$ cat src/rtl/control_sequence_packer_if.sv
// Output handshake of the control-sequence packer: the head word pair of
// the FIFO and its valid/ready pair.
//   out_valid  FIFO non-empty
//   out_ready  consumer accepts the head pair this cycle
//   out_rs1    head pair, rs1 word (older vectors)
//   out_rs2    head pair, rs2 word (newer vectors)
// master: the packer (drives valid/data). slave: the consumer (drives ready).
interface control_sequence_packer_if;
  logic        out_valid;
  logic        out_ready;
  logic [31:0] out_rs1;
  logic [31:0] out_rs2;

  modport master (output out_valid, output out_rs1, output out_rs2, input out_ready);
  modport slave  (input out_valid, input out_rs1, input out_rs2, output out_ready);
endinterface

$ cat src/rtl/control_sequence_packer.sv
// Control-sequence packer: collects OSR consecutive N-bit CBADC control
// vectors into an (rs1, rs2) word pair laid out for the FIR accelerator's
// S-matrix load, and queues completed pairs in a first-word-fall-through
// FIFO drained by the CPU.
// Ports:
//   clk, reset      clock, synchronous active-high reset
//   s_valid/s_data  one control vector per asserted cycle (no back-pressure)
//   flush           discard the partially assembled group
//   clear_overflow  clear the sticky overflow flag
//   bus (master)    out_valid/out_ready/out_rs1/out_rs2 head-pair handshake
//   level           FIFO occupancy, 0..DEPTH
//   overflow        sticky: a completed group was dropped on a full FIFO
module control_sequence_packer #(
  parameter int N     = 8,
  parameter int OSR   = 7,
  parameter int DEPTH = 4
) (
  input  logic                       clk,
  input  logic                       reset,
  input  logic                       s_valid,
  input  logic [N-1:0]               s_data,
  input  logic                       flush,
  input  logic                       clear_overflow,
  control_sequence_packer_if.master  bus,
  output logic [$clog2(DEPTH):0]     level,
  output logic                       overflow
);
  localparam int R2 = 32 / N;        // vectors in rs2
  localparam int R1 = OSR - R2;      // vectors in rs1
  localparam int CW = $clog2(OSR);
  localparam int AW = $clog2(DEPTH);
  localparam int LW = AW + 1;

  generate
    if (R1 < 0 || R1 > R2) begin : g_bad_osr
      $error("control_sequence_packer: OSR does not split into 0 <= R1 <= R2");
    end
    if (N * R2 > 32) begin : g_bad_width
      $error("control_sequence_packer: N*R2 exceeds 32 bits");
    end
    if (DEPTH < 2 || (DEPTH & (DEPTH - 1)) != 0) begin : g_bad_depth
      $error("control_sequence_packer: DEPTH must be a power of 2, >= 2");
    end
  endgenerate

  // assembly state
  logic [CW-1:0] cnt_q, cnt_d;
  logic [31:0]   asm1_q, asm1_d, asm2_q, asm2_d;

  // FIFO state
  logic [31:0]   mem1_q [DEPTH];
  logic [31:0]   mem2_q [DEPTH];
  logic [AW-1:0] wr_q, rd_q;
  logic [LW-1:0] level_q, level_d;
  logic          ovf_q, ovf_d;

  // current vector positioned in its slot; unused upper bits stay 0
  logic [31:0] ins1, ins2, pair1, pair2;
  always_comb begin
    ins1 = '0;
    ins2 = '0;
    for (int j = 0; j < R1; j++)
      if (cnt_q == CW'(j)) ins1[N*j +: N] = s_data;
    for (int k = 0; k < R2; k++)
      if (cnt_q == CW'(R1 + k)) ins2[N*k +: N] = s_data;
  end

  // final vector merged combinationally so the pushed pair is complete
  assign pair1 = asm1_q | ins1;
  assign pair2 = asm2_q | ins2;

  logic last, complete, pop, full, push, drop;
  assign last     = (cnt_q == CW'(OSR - 1));
  assign complete = s_valid && !flush && last;   // flush discards the group
  assign pop      = bus.out_valid && bus.out_ready;
  assign full     = (level_q == LW'(DEPTH));
  assign push     = complete && (!full || pop);  // full + pop frees a slot
  assign drop     = complete && !push;

  always_comb begin
    cnt_d   = cnt_q;
    asm1_d  = asm1_q;
    asm2_d  = asm2_q;
    level_d = level_q;
    ovf_d   = ovf_q;

    if (flush) begin
      cnt_d  = '0;
      asm1_d = '0;
      asm2_d = '0;
    end else if (s_valid) begin
      if (last) begin
        // wraps even on a drop, so group alignment survives overflow
        cnt_d  = '0;
        asm1_d = '0;
        asm2_d = '0;
      end else begin
        cnt_d  = cnt_q + 1'b1;
        asm1_d = pair1;
        asm2_d = pair2;
      end
    end

    case ({push, pop})
      2'b10:   level_d = level_q + 1'b1;
      2'b01:   level_d = level_q - 1'b1;
      default: level_d = level_q;
    endcase

    // a drop in the same cycle beats the clear
    if (drop)                ovf_d = 1'b1;
    else if (clear_overflow) ovf_d = 1'b0;
  end

  always_ff @(posedge clk) begin
    if (reset) begin
      cnt_q   <= '0;
      asm1_q  <= '0;
      asm2_q  <= '0;
      wr_q    <= '0;
      rd_q    <= '0;
      level_q <= '0;
      ovf_q   <= 1'b0;
      for (int i = 0; i < DEPTH; i++) begin
        mem1_q[i] <= '0;
        mem2_q[i] <= '0;
      end
    end else begin
      cnt_q   <= cnt_d;
      asm1_q  <= asm1_d;
      asm2_q  <= asm2_d;
      level_q <= level_d;
      ovf_q   <= ovf_d;
      // pointers wrap naturally since DEPTH is a power of 2; at full with a
      // simultaneous pop, wr_q == rd_q and the head is read before overwrite
      if (push) begin
        mem1_q[wr_q] <= pair1;
        mem2_q[wr_q] <= pair2;
        wr_q         <= wr_q + 1'b1;
      end
      if (pop) rd_q <= rd_q + 1'b1;
    end
  end

  assign bus.out_valid = (level_q != '0);
  assign bus.out_rs1   = bus.out_valid ? mem1_q[rd_q] : '0;
  assign bus.out_rs2   = bus.out_valid ? mem2_q[rd_q] : '0;
  assign level         = level_q;
  assign overflow      = ovf_q;
endmodule

$ cat src/flat_wrapper.sv
// flat-port wrapper written by rule: the top's interface ports become plain ports
module control_sequence_packer_flat 
#(
  parameter int N     = 8,
  parameter int OSR   = 7,
  parameter int DEPTH = 4
)
  (clk, reset, s_valid, s_data, flush, clear_overflow, level, overflow, bus_out_valid, bus_out_rs1, bus_out_rs2, bus_out_ready);
  control_sequence_packer_if bus_i ();
  input  logic clk;
  input  logic reset;
  input  logic s_valid;
  input  logic [N-1:0] s_data;
  input  logic flush;
  input  logic clear_overflow;
  output logic [$clog2(DEPTH):0] level;
  output logic overflow;
  output wire logic [$bits(bus_i.out_valid)-1:0] bus_out_valid;
  output wire logic [$bits(bus_i.out_rs1)-1:0] bus_out_rs1;
  output wire logic [$bits(bus_i.out_rs2)-1:0] bus_out_rs2;
  input wire logic [$bits(bus_i.out_ready)-1:0] bus_out_ready;
  assign bus_out_valid = bus_i.out_valid;
  assign bus_out_rs1 = bus_i.out_rs1;
  assign bus_out_rs2 = bus_i.out_rs2;
  assign bus_i.out_ready = bus_out_ready;
  control_sequence_packer #(.N(N), .OSR(OSR), .DEPTH(DEPTH)) u_core (.clk(clk), .reset(reset), .s_valid(s_valid), .s_data(s_data), .flush(flush), .clear_overflow(clear_overflow), .bus(bus_i), .level(level), .overflow(overflow));
endmodule
$ cat config.mk
export PLATFORM = sky130hd
export DESIGN_NAME = control_sequence_packer_flat
export DESIGN_NICKNAME = d
export VERILOG_FILES = /design/src/rtl/control_sequence_packer_if.sv /design/src/rtl/control_sequence_packer.sv /design/src/flat_wrapper.sv
export SDC_FILE = /design/constraint.sdc
export NUM_CORES = 1
export LEC_CHECK = 0
export CAP_MARGIN = 15
export CORE_MARGIN = 10
export CORE_UTILIZATION = 25
export DETAILED_ROUTE_END_ITERATION = 16
export HOLD_SLACK_MARGIN = 0.02
export SYNTH_ARGS = -nofsm -noshare
export SYNTH_HDL_FRONTEND = slang
export SYNTH_SLANG_ARGS = --single-unit
$ cat constraint.sdc
create_clock -name clk -period 6.1 [get_ports clk]
set_input_delay 1.22 -clock clk [delete_from_list [all_inputs] [get_ports clk]]
set_output_delay 1.22 -clock clk [all_outputs]
set_load 0.02 [all_outputs]
==> results of run 1 <==
[worst paths after layout]
kind	to	slack, ns
max reg2reg	u_core.mem1_q[0][5]	2.85
min reg2reg	u_core.asm2_q[2]	0.47
max	bus_out_rs1[22]	1.73
min	u_core.asm2_q[2]	0.47
[stage by stage]
| step | hold slack [ns] | area [µm²] | instances | util (%) | power [mW] |
|---|---|---|---|---|---|
| final | 0.471 | 15000 | 1699 | 29.9 | 4.10 |
| after global routing | 0.492 | 15000 | 1698 | 29.9 | 4.23 |
| after CTS | 0.473 | 15000 | 1697 | 29.9 | 4.13 |
| after detailed placement | 0.458 | 14100 | 1644 | 28.1 | 2.43 |
| after global placement | 0.450 | 14100 | 1644 | 28.1 | 2.42 |
| after floorplan | 0.438 | 12700 | 965 | - | 2.36 |
[cells in the mapped netlist, types with 2 or more instances]
master	n	area, µm²
edfxtp_1	228	6850
nor3_1	190	951
nor2_1	116	435
dfxtp_1	69	1380
nor2b_1	68	425
a21oi_1	67	335
mux4_2	57	1280
clkbuf_1	49	184
nor3_2	22	220
buf_2	20	100
buf_6	11	124
inv_1	10	37.5
and3_1	8	50.1
buf_4	8	60.1
nand2_1	4	15.0
xor2_1	4	35.0
a21o_1	2	15.0
a31o_2	2	17.5
and2_1	2	12.5
and3b_1	2	17.5
buf_1	2	7.51
ha_1	2	25.0
o21ai_0	2	10.0
[state kept, by name, indices dropped and copies added, names as in the netlist, named ones only]
register / cells
u_core.asm1_q: 24
u_core.asm2_q: 32
u_core.cnt_q: 3
u_core.level: 3
u_core.mem1_q: 100
u_core.mem2_q: 128
u_core.overflow: 1
u_core.rd_q: 2
u_core.wr_q: 2
[layout make-up]
cell class	instances	area share (%)
clock inverter	21	0.923
clock buffer	32	5.11
inverter	10	0.249
timing repair buffer	98	6.52
antenna	1	0.0166
multi-input combinational	568	26.9
sequential	297	54.7
tap	672	5.59
[metal layers]
metal	vias to the layer above	track usage (%)	wire length, µm
li1	3647	-	-
met4	0	3.12	741
met1	4046	13.6	13900
met2	231	18.0	16400
met5	-	0	0
met3	44	1.54	1770
[cell families (layout without fill, tap and decap cells)]
group                      Yosys count  after routing  synth area share, %
muxes                               59             59                 10.2
and+or+nand+nor                    419            419                 17.1
AOI/OAI and AO/OA                   79             79                 3.33
xor gates and xnor gates             4              4                0.275
buffers and inverters              100            161                 4.03
other                                1              5               0.0294
adders and majority gates            3              3                0.354
DFF                                297            297                 64.6
[power by group through the flow]
stage          clock (mW)  sequential, mW  combinational, mW
6_report             1.72            2.24              0.142
5_1_grt              1.83            2.25              0.153
4_1_cts              1.75            2.24              0.142
3_5_place_dp            0            2.29              0.142
3_3_place_gp            0            2.28              0.141
2_1_floorplan           0            2.28             0.0854
[critical path, delay by kind of cell (launching register included)]
family,cells,cell delay [ns]
and+or+nand+nor,1,0.15
DFF,1,0.83
muxes,1,0.58
buffers and inverters,2,1.04
==> summary.txt, run 1 <==
Outcome
  – Outcome: complete, no violations

Synthesis
  – Synth unique cells: 40
  – Mapped Cells: 962
  – Post-synth EDFFs: 228
  – FFs w/ async S/R, synth: 0%
  – Primary FF master, synth: edfxtp_1
  – Synth warn: 0
  – Syn Area/Cell: 13.2 µm²
  – Synth Cell Area: 0.0127 mm²
  – Seq/Total Area, Yosys: 64.6%
  – Seq cells post-synth: 297

Die
  – Initial Util: 25.3%
  – Die Height: 246 µm
  – Die Span X: 246 µm
  – Core Area: 0.0503 mm²
  – Full die area: 0.0604 mm²
  – Ports: 83
  – Standard-cell rows: 82

Route
  – DRC: 0
  – Drt first-iter violations: 607
  – Total routed wirelength: 32.8 mm
  – Routed via count: 7,968
  – Wire per inst: 19.3 µm
  – Via-per-instance ratio: 4.69
  – Detailed-router iteration count before antenna repair: 5
  – Antenna-violating nets left: 0

Global routing
  – Vias in the first global route: 8,141
  – Total Routing Usage GR: 10.5%
  – Initial antenna violation count: 1
  – First-pass GRT wire length: 49.9 mm
  – Largest net degree at the start of global routing: 81
  – Grt ovf: 0

Clock network
  – TritonCTS Buffers: 29
  – CTS Root Cell: clkbuf_16
  – PostCTS Resize Cnt: 0
  – Post-CTS setup buffers: 0
  – CTS clk-pin slew, worst paths: 0.06 ns
  – CTS tree: yes
  – Htree depth: 1
  – Clock Tree Buf Depth: 3
  – Clock sink count: 297
  – Clk_lat worst skew: 0.54 ns
  – Cts hold-fix bufs: 0

Power and ir drop
  – Leakage power: 4.56 nW
  – Pwr dens: 273 mW/mm²
  – Switching pwr: 0.880 mW
  – Clock power frac: 41.9%
  – Sw Share: 21.5%
  – Combinational power share: 3.5%
  – Internal power: 3.22 mW
  – VDD IR-drop max: 0.216 mV
  – Sequential Power Share: 54.7%

Cells and area
  – Area delta synth->final: 18.1%
  – Share of cells above drive strength 1: 15.3%
  – Most frequent cells in the layout: edfxtp_1 (228), nor3_1 (189), nor2_1 (116), clkdlybuf4s50_1 (81), nor2b_1 (68)
  – Layout fillers: 5,088
  – Commonest non-fill, non-tap cell in the layout: edfxtp_1
  – Register area: 0.00823 mm²
  – Footprint of the multi-input gates: 0.00404 mm²
  – Fin nets: 1,021

STA
  – Setup TNS: 0 ns
  – Fmax: 0.229 GHz
  – Pins over their slew limit: 0
  – Unrepaired setup endpoints after global routing: no
  – Final Setup Violations: 0
  – Period utilisation layout: 71.7%
  – Final worst path period need: 4.37 ns
  – Worst clock skew: 0.00834 ns
  – Slew headroom: 34.3%
  – Worst-margin pin slew: 0.984 ns
  – Final Hold Viols: 0
  – Setup WS post-layout: 1.73 ns

Setup path
  – Worst setup EP type: output pin
  – RR Startpoint: u_core.cnt_q[2]
  – CP Launch Type: flop
  – Worst Path Max Fanout: 31
  – CP max-delay cell: dfxtp_4
  – Worst path cell trace: buf_4, mux4_2, nor2b_1, clkdlybuf4s50_1
  – Kind of critical path: flop to output pin
  – Critical Path Max Stage Delay: 0.83 ns
  – Register-to-Register Path Depth: 4
  – Crit path DAT: 3.15 ns
  – WP data required: 4.88 ns

Place
  – Detail Placement HPWL: 20.0 mm
  – Placer's final routability congestion estimate: 0.756
  – Pre-CTS setup slack: 1.97 ns
  – Port bufs: 82

Worst hold path
  – Class of the worst hold path: flop to flop
  – Min-delay src: u_core.asm2_q[2]
  – Min-Delay Path Depth: 2

Flow run
  – Maxcap violations: 0
Power figures use the tool's default switching activity.
==> run 2: changes to the inputs <==
- clock period: 6.1 -> 3.5 ns (I/O delays scaled with it)
==> run 2 against run 1 <==
Compared with the run above:
- core utilization up 0.53 points
- critical path depth is the same
- sequential share of layout area down 0.94 points
- flip-flop and latch count unchanged
- register-to-register slack got worse by 2.1 ns
- hold slack got worse by 0.0018 ns
- combinational power increased by 87%
- final area rose by 1.8%
- wire length shrank 0.41%
- global-route usage is essentially flat
- count of clock-buffer cells in the layout increased by 6
- sequential power is 75% higher
==> summary.txt, run 2 (synthesis results as in run 1) <==
Route
  – Via-per-instance ratio: 4.59
  – Wire per inst: 18.9 µm
  – Detailed-router iteration count before antenna repair: 5
  – DRC: 0
  – Total routed wirelength: 32.6 mm
  – Antenna-violating nets left: 0
  – Routed via count: 7,932
  – Drt first-iter violations: 551

Cells and area
  – Most flop-heavy register: u_core.mem2_q
  – Fin util: 30.5%
  – Register area: 0.00823 mm²
  – Most frequent cells in the layout: edfxtp_1 (228), nor3_1 (189), nor2_1 (116), clkdlybuf4s50_1 (81)
  – Biggest regs: u_core.mem2_q x128, u_core.mem1_q x100, u_core.asm2_q x32
  – Final Instance Count excl. Fillers: 1,729
  – Share of cells above drive strength 1: 17.4%
  – Footprint of the multi-input gates: 0.00404 mm²
  – Area delta synth->final: 20.2%
  – Fin nets: 1,052
  – Max reg flops: 128
  – Commonest non-fill, non-tap cell in the layout: edfxtp_1
  – Diode count: 0
  – Layout fillers: 5,089

Die
  – Die Span X: 246 µm
  – Ports: 83
  – Initial Util: 25.3%
  – Full die area: 0.0604 mm²
  – Standard-cell rows: 82
  – Die Height: 246 µm
  – Core Area: 0.0503 mm²

Flow run
  – Maxcap violations: 0

Worst hold path
  – Min-delay src: u_core.asm2_q[2]
  – Class of the worst hold path: flop to flop
  – Min-Delay Path Depth: 2
  – Worst hold endpoint: u_core.asm2_q[2]

Clock network
  – Clk_lat worst skew: 0.54 ns
  – CTS tree: yes
  – CTS Root Cell: clkbuf_16
  – TritonCTS Buffers: 28
  – Cts hold-fix bufs: 0
  – Clock Tree Buf Depth: 3
  – CTS clk-pin slew, worst paths: 0.06 ns
  – Clock sink count: 297
  – Htree depth: 1

Power and ir drop
  – Internal power: 5.78 mW
  – Clock power frac: 42.6%
  – Switching pwr: 1.48 mW
  – Pwr dens: 474 mW/mm²
  – Combinational power share: 3.6%
  – Sequential Power Share: 53.8%
  – Leakage power: 4.73 nW
  – VDD IR-drop max: 0.346 mV
  – Sw Share: 20.3%

Setup path
  – Crit path DAT: 2.69 ns
  – Worst Path Max Fanout: 15
  – Kind of critical path: flop to output pin
  – Register-to-Register Path Depth: 5
  – Worst setup EP type: output pin
  – CP Launch Type: flop
  – WP data required: 2.80 ns
  – Flop2flop setup slack: 0.76 ns
  – RR Startpoint: u_core.level[0]
  – Reg2reg end: u_core.mem1_q[1][15]

Global routing
  – Vias in the first global route: 8,055
  – Largest net degree at the start of global routing: 105
  – Initial antenna violation count: 0
  – Total Routing Usage GR: 10.6%
  – First-pass GRT wire length: 49.9 mm
  – Grt ovf: 0

STA
  – Unrepaired setup endpoints after global routing: no
  – Final worst path period need: 3.39 ns
  – Final Hold Viols: 0
  – Fmax: 0.295 GHz
  – Setup WS post-layout: 0.115 ns
  – Pins over their slew limit: 0
  – Worst clock skew: 0.0198 ns
  – Setup TNS: 0 ns
  – Final Setup Violations: 0
  – Slew headroom: 26.5%
  – Worst-margin pin slew: 1.10 ns
  – Period utilisation layout: 96.7%

Place
  – Detail Placement HPWL: 20.3 mm
  – Placer's final routability congestion estimate: 0.739
  – Port bufs: 82
  – Dpl cells: 1,670
  – Pre-CTS setup slack: 0.0262 ns

Outcome
  – Outcome: complete, no violations
## run 2: changes by cell type in the layout (fill, tap and decap cells not counted), sizes merged
cell      before  now
clkinvlp       2    0
inv           12   10
diode          1    0
clkinv        16   11
buf           17   49
clkbuf        32   38
bufinv         1    3
## run 2: worst max path at each step
stage / to / cells past startpoint / slack [ns] / startpoint
floorplan: u_core.mem1_q[1][0] / 4 / 0.45 / s_valid
global placement: u_core.mem1_q[1][18] / 6 / 0.04 / bus_out_ready
detailed placement: u_core.mem1_q[0][4] / 6 / 0.03 / bus_out_ready
CTS: bus_out_rs2[30] / 4 / 0.009 / flop
global route: bus_out_rs2[30] / 4 / 0.02 / flop
finish: bus_out_rs1[0] / 4 / 0.11 / flop
## run 2: per-layer routing
layer  share of wire [%]  GRT usage [%]
met5                   0              0
met4                 2.1           3.03
met3                 5.1           1.31
met2                  50           17.9
met1                  43           13.9
## run 2: stage by stage
step	area (µm²)	power (mW)	hold WS, ns
6_report	15300	7.26	0.469
5_1_grt	15300	7.47	0.484
4_1_cts	15300	7.32	0.471
3_5_place_dp	14300	4.25	0.456
3_3_place_gp	14300	4.24	0.448
2_1_floorplan	12700	4.12	0.438
## run 2: final cells by class
class | count | share of cell area, %
flip-flops and latches | 297 | 53.8
multi-input cells | 568 | 26.4
repair buffers | 130 | 7.93
well taps | 672 | 5.49
clock buffers | 38 | 5.23
clock inverters | 14 | 0.915
inverters | 10 | 0.245
## run 2: timing repair
item	CTS	global route
setup endpoints to repair	8	27
gates cloned	0	0
gates resized for setup	1	0
setup buffers	0	7
## run 2: critical path: stages, from the launching register on
cell             delay, ns
dfxtp_2               0.52
buf_4                 0.35
mux4_2                0.24
nor2b_1               0.33
clkdlybuf4s50_1       0.69
## run 2: power by group through the flow
stage / Combinational [mW] / Sequential, mW / Clock (mW)
finish: 0.265 / 3.91 / 3.09
detailed placement: 0.268 / 3.98 / 0
global placement: 0.266 / 3.98 / 0
CTS: 0.269 / 3.91 / 3.15
global route: 0.286 / 3.91 / 3.28
floorplan: 0.149 / 3.97 / 0
==> run 3: changes to the inputs <==
- SETUP_SLACK_MARGIN: default -> 0.4
==> run 3 against run 2 <==
Compared with the run above:
- register-to-register slack about the same
- clock skew fell by 0.0028 ns
- final area is essentially flat
- first-iteration DRC count shrank 5.3%
- critical path type unchanged
- critical endpoint is now bus_out_rs2[31]
- largest cell class unchanged
- highest routed layer unchanged
==> summary.txt, run 3 (synthesis results as in run 1) <==
Die
  – Initial Util: 25.3%
  – Standard-cell rows: 82
  – Die Height: 246 µm
  – Core Area: 0.0503 mm²
  – Full die area: 0.0604 mm²
  – Ports: 83
  – Die Span X: 246 µm

Power and ir drop
  – Switching pwr: 1.48 mW
  – VDD IR-drop max: 0.346 mV
  – Sw Share: 20.4%
  – Pwr dens: 475 mW/mm²
  – Sequential Power Share: 53.8%
  – Combinational power share: 3.6%
  – Internal power: 5.78 mW
  – Clock power frac: 42.6%
  – Power consumption: 7.26 mW
  – Leakage power: 5.23 nW

STA
  – Unrepaired setup endpoints after global routing: yes
  – Final Hold Viols: 0
  – Worst-margin pin slew: 1.10 ns
  – Worst hold-check slack: 0.469 ns
  – Final worst path period need: 3.13 ns
  – Pins over their slew limit: 0
  – Setup TNS: 0 ns
  – Fmax: 0.319 GHz
  – Slew headroom: 26.4%
  – Final Setup Violations: 0
  – Period utilisation layout: 89.5%
  – Worst clock skew: 0.0170 ns
  – Setup WS post-layout: 0.367 ns

Setup path
  – WP data required: 2.80 ns
  – CP max-delay cell: mux4_2
  – Crit path DAT: 2.43 ns
  – Worst Path Max Fanout: 11
  – CP endpoint: bus_out_rs2[31]
  – Register-to-Register Path Depth: 5
  – RR Startpoint: u_core.level[0]
  – Flop2flop setup slack: 0.75 ns
  – Reg2reg end: u_core.mem1_q[0][15]
  – Worst path cell trace: buf_12, mux4_2, nor2b_1, clkdlybuf4s50_1
  – Critical Path Max Stage Delay: 0.56 ns
  – CP Launch Type: flop
  – Kind of critical path: flop to output pin
  – Worst setup EP type: output pin

Clock network
  – CTS tree: yes
  – CTS clk-pin slew, worst paths: 0.06 ns
  – Htree depth: 1
  – Clock Tree Buf Depth: 3
  – Clk_lat worst skew: 0.54 ns
  – TritonCTS Buffers: 28
  – CTS Root Cell: clkbuf_16
  – Cts hold-fix bufs: 0
  – Clock sink count: 297

Route
  – Detailed-router iteration count before antenna repair: 5
  – Wire per inst: 19.0 µm
  – Total routed wirelength: 32.9 mm
  – DRC: 0
  – Drt first-iter violations: 522
  – Via-per-instance ratio: 4.58
  – Antenna-violating nets left: 0
  – Routed via count: 7,914

Global routing
  – Total Routing Usage GR: 10.6%
  – First-pass GRT wire length: 50.0 mm
  – Largest net degree at the start of global routing: 105
  – Grt ovf: 0
  – Initial antenna violation count: 0
  – Vias in the first global route: 8,063

Place
  – Area after DPL: 0.0143 mm²
  – Pre-CTS setup slack: 0.0262 ns
  – Detail Placement HPWL: 20.3 mm
  – Port bufs: 82
  – Placer's final routability congestion estimate: 0.739

Cells and area
  – Biggest regs: u_core.mem2_q x128, u_core.mem1_q x100, u_core.asm2_q x32
  – Most flop-heavy register: u_core.mem2_q
  – Fin nets: 1,051
  – Commonest non-fill, non-tap cell in the layout: edfxtp_1
  – Final Cell Area: 0.0153 mm²
  – Layout fillers: 5,099
  – Share of cells above drive strength 1: 17.3%
  – Footprint of the multi-input gates: 0.00404 mm²
  – Area delta synth->final: 20.1%
  – Max reg flops: 128
  – Register area: 0.00824 mm²
  – Diode count: 0
  – Most frequent cells in the layout: edfxtp_1 (228), nor3_1 (189), nor2_1 (116)

Worst hold path
  – Class of the worst hold path: flop to flop

Flow run
  – Maxcap violations: 0

Outcome
  – Outcome: complete, no violations
-- run 3: power by group through the flow --
stage	Clock (mW)	Sequential (mW)	Combinational, mW
after floorplan	0	3.97	0.149
after global placement	0	3.98	0.266
after detailed placement	0	3.98	0.268
after CTS	3.15	3.91	0.269
after global routing	3.28	3.91	0.285
final	3.09	3.90	0.265
-- run 3: routing by layer --
| layer | up-vias | wire length [µm] | track usage [%] | share of wire, % |
|---|---|---|---|---|
| li1 | 3716 | - | - | - |
| met2 | 211 | 16400 | 17.9 | 50 |
| met5 | - | 0 | 0 | 0 |
| met4 | 0 | 650 | 3.03 | 2.0 |
| met1 | 3946 | 14300 | 13.9 | 44 |
| met3 | 41 | 1550 | 1.29 | 4.7 |
-- run 3: worst min path at each step --
stage                       from  slack [ns]                end  cells after the start
6_report        u_core.asm2_q[2]        0.47   u_core.asm2_q[2]                      2
4_1_cts         u_core.asm2_q[2]        0.47   u_core.asm2_q[2]                      2
2_1_floorplan   u_core.asm2_q[0]        0.44   u_core.asm2_q[0]                      2
3_5_place_dp    u_core.asm2_q[1]        0.46   u_core.asm2_q[1]                      2
3_3_place_gp    u_core.asm2_q[2]        0.45   u_core.asm2_q[2]                      2
5_1_grt        u_core.asm1_q[13]        0.48  u_core.asm1_q[13]                      2
-- run 3: repair_timing --
action | 4_1_cts | 5_1_grt
gates resized for setup | 52 | 15
endpoints found under the setup margin | 64 | 19
setup buffers | 2 | 3
cloned | 0 | 1
-- run 3: worst max-delay path: cells and delay by family (launching register included) --
kind,cells,cell delay (ns)
buffers and inverters,2,0.74
flip-flops,1,0.43
multiplexers,1,0.56
AND/OR/NAND/NOR,1,0.16
-- run 3: area by class of cell --
cell class	count	share of cell area, %
repair buffers	129	7.87
clock inverters	14	0.916
flip-flops and latches	297	53.8
clock buffers	38	5.23
multi-input cells	568	26.4
well taps	672	5.49
inverters	10	0.245
-- run 3: per-stage QoR --
step,std cells,utilization (%)
global route,1728,30.4
floorplan,965,-
CTS,1724,30.3
detailed placement,1670,28.5
global placement,1670,28.5
finish,1728,30.4
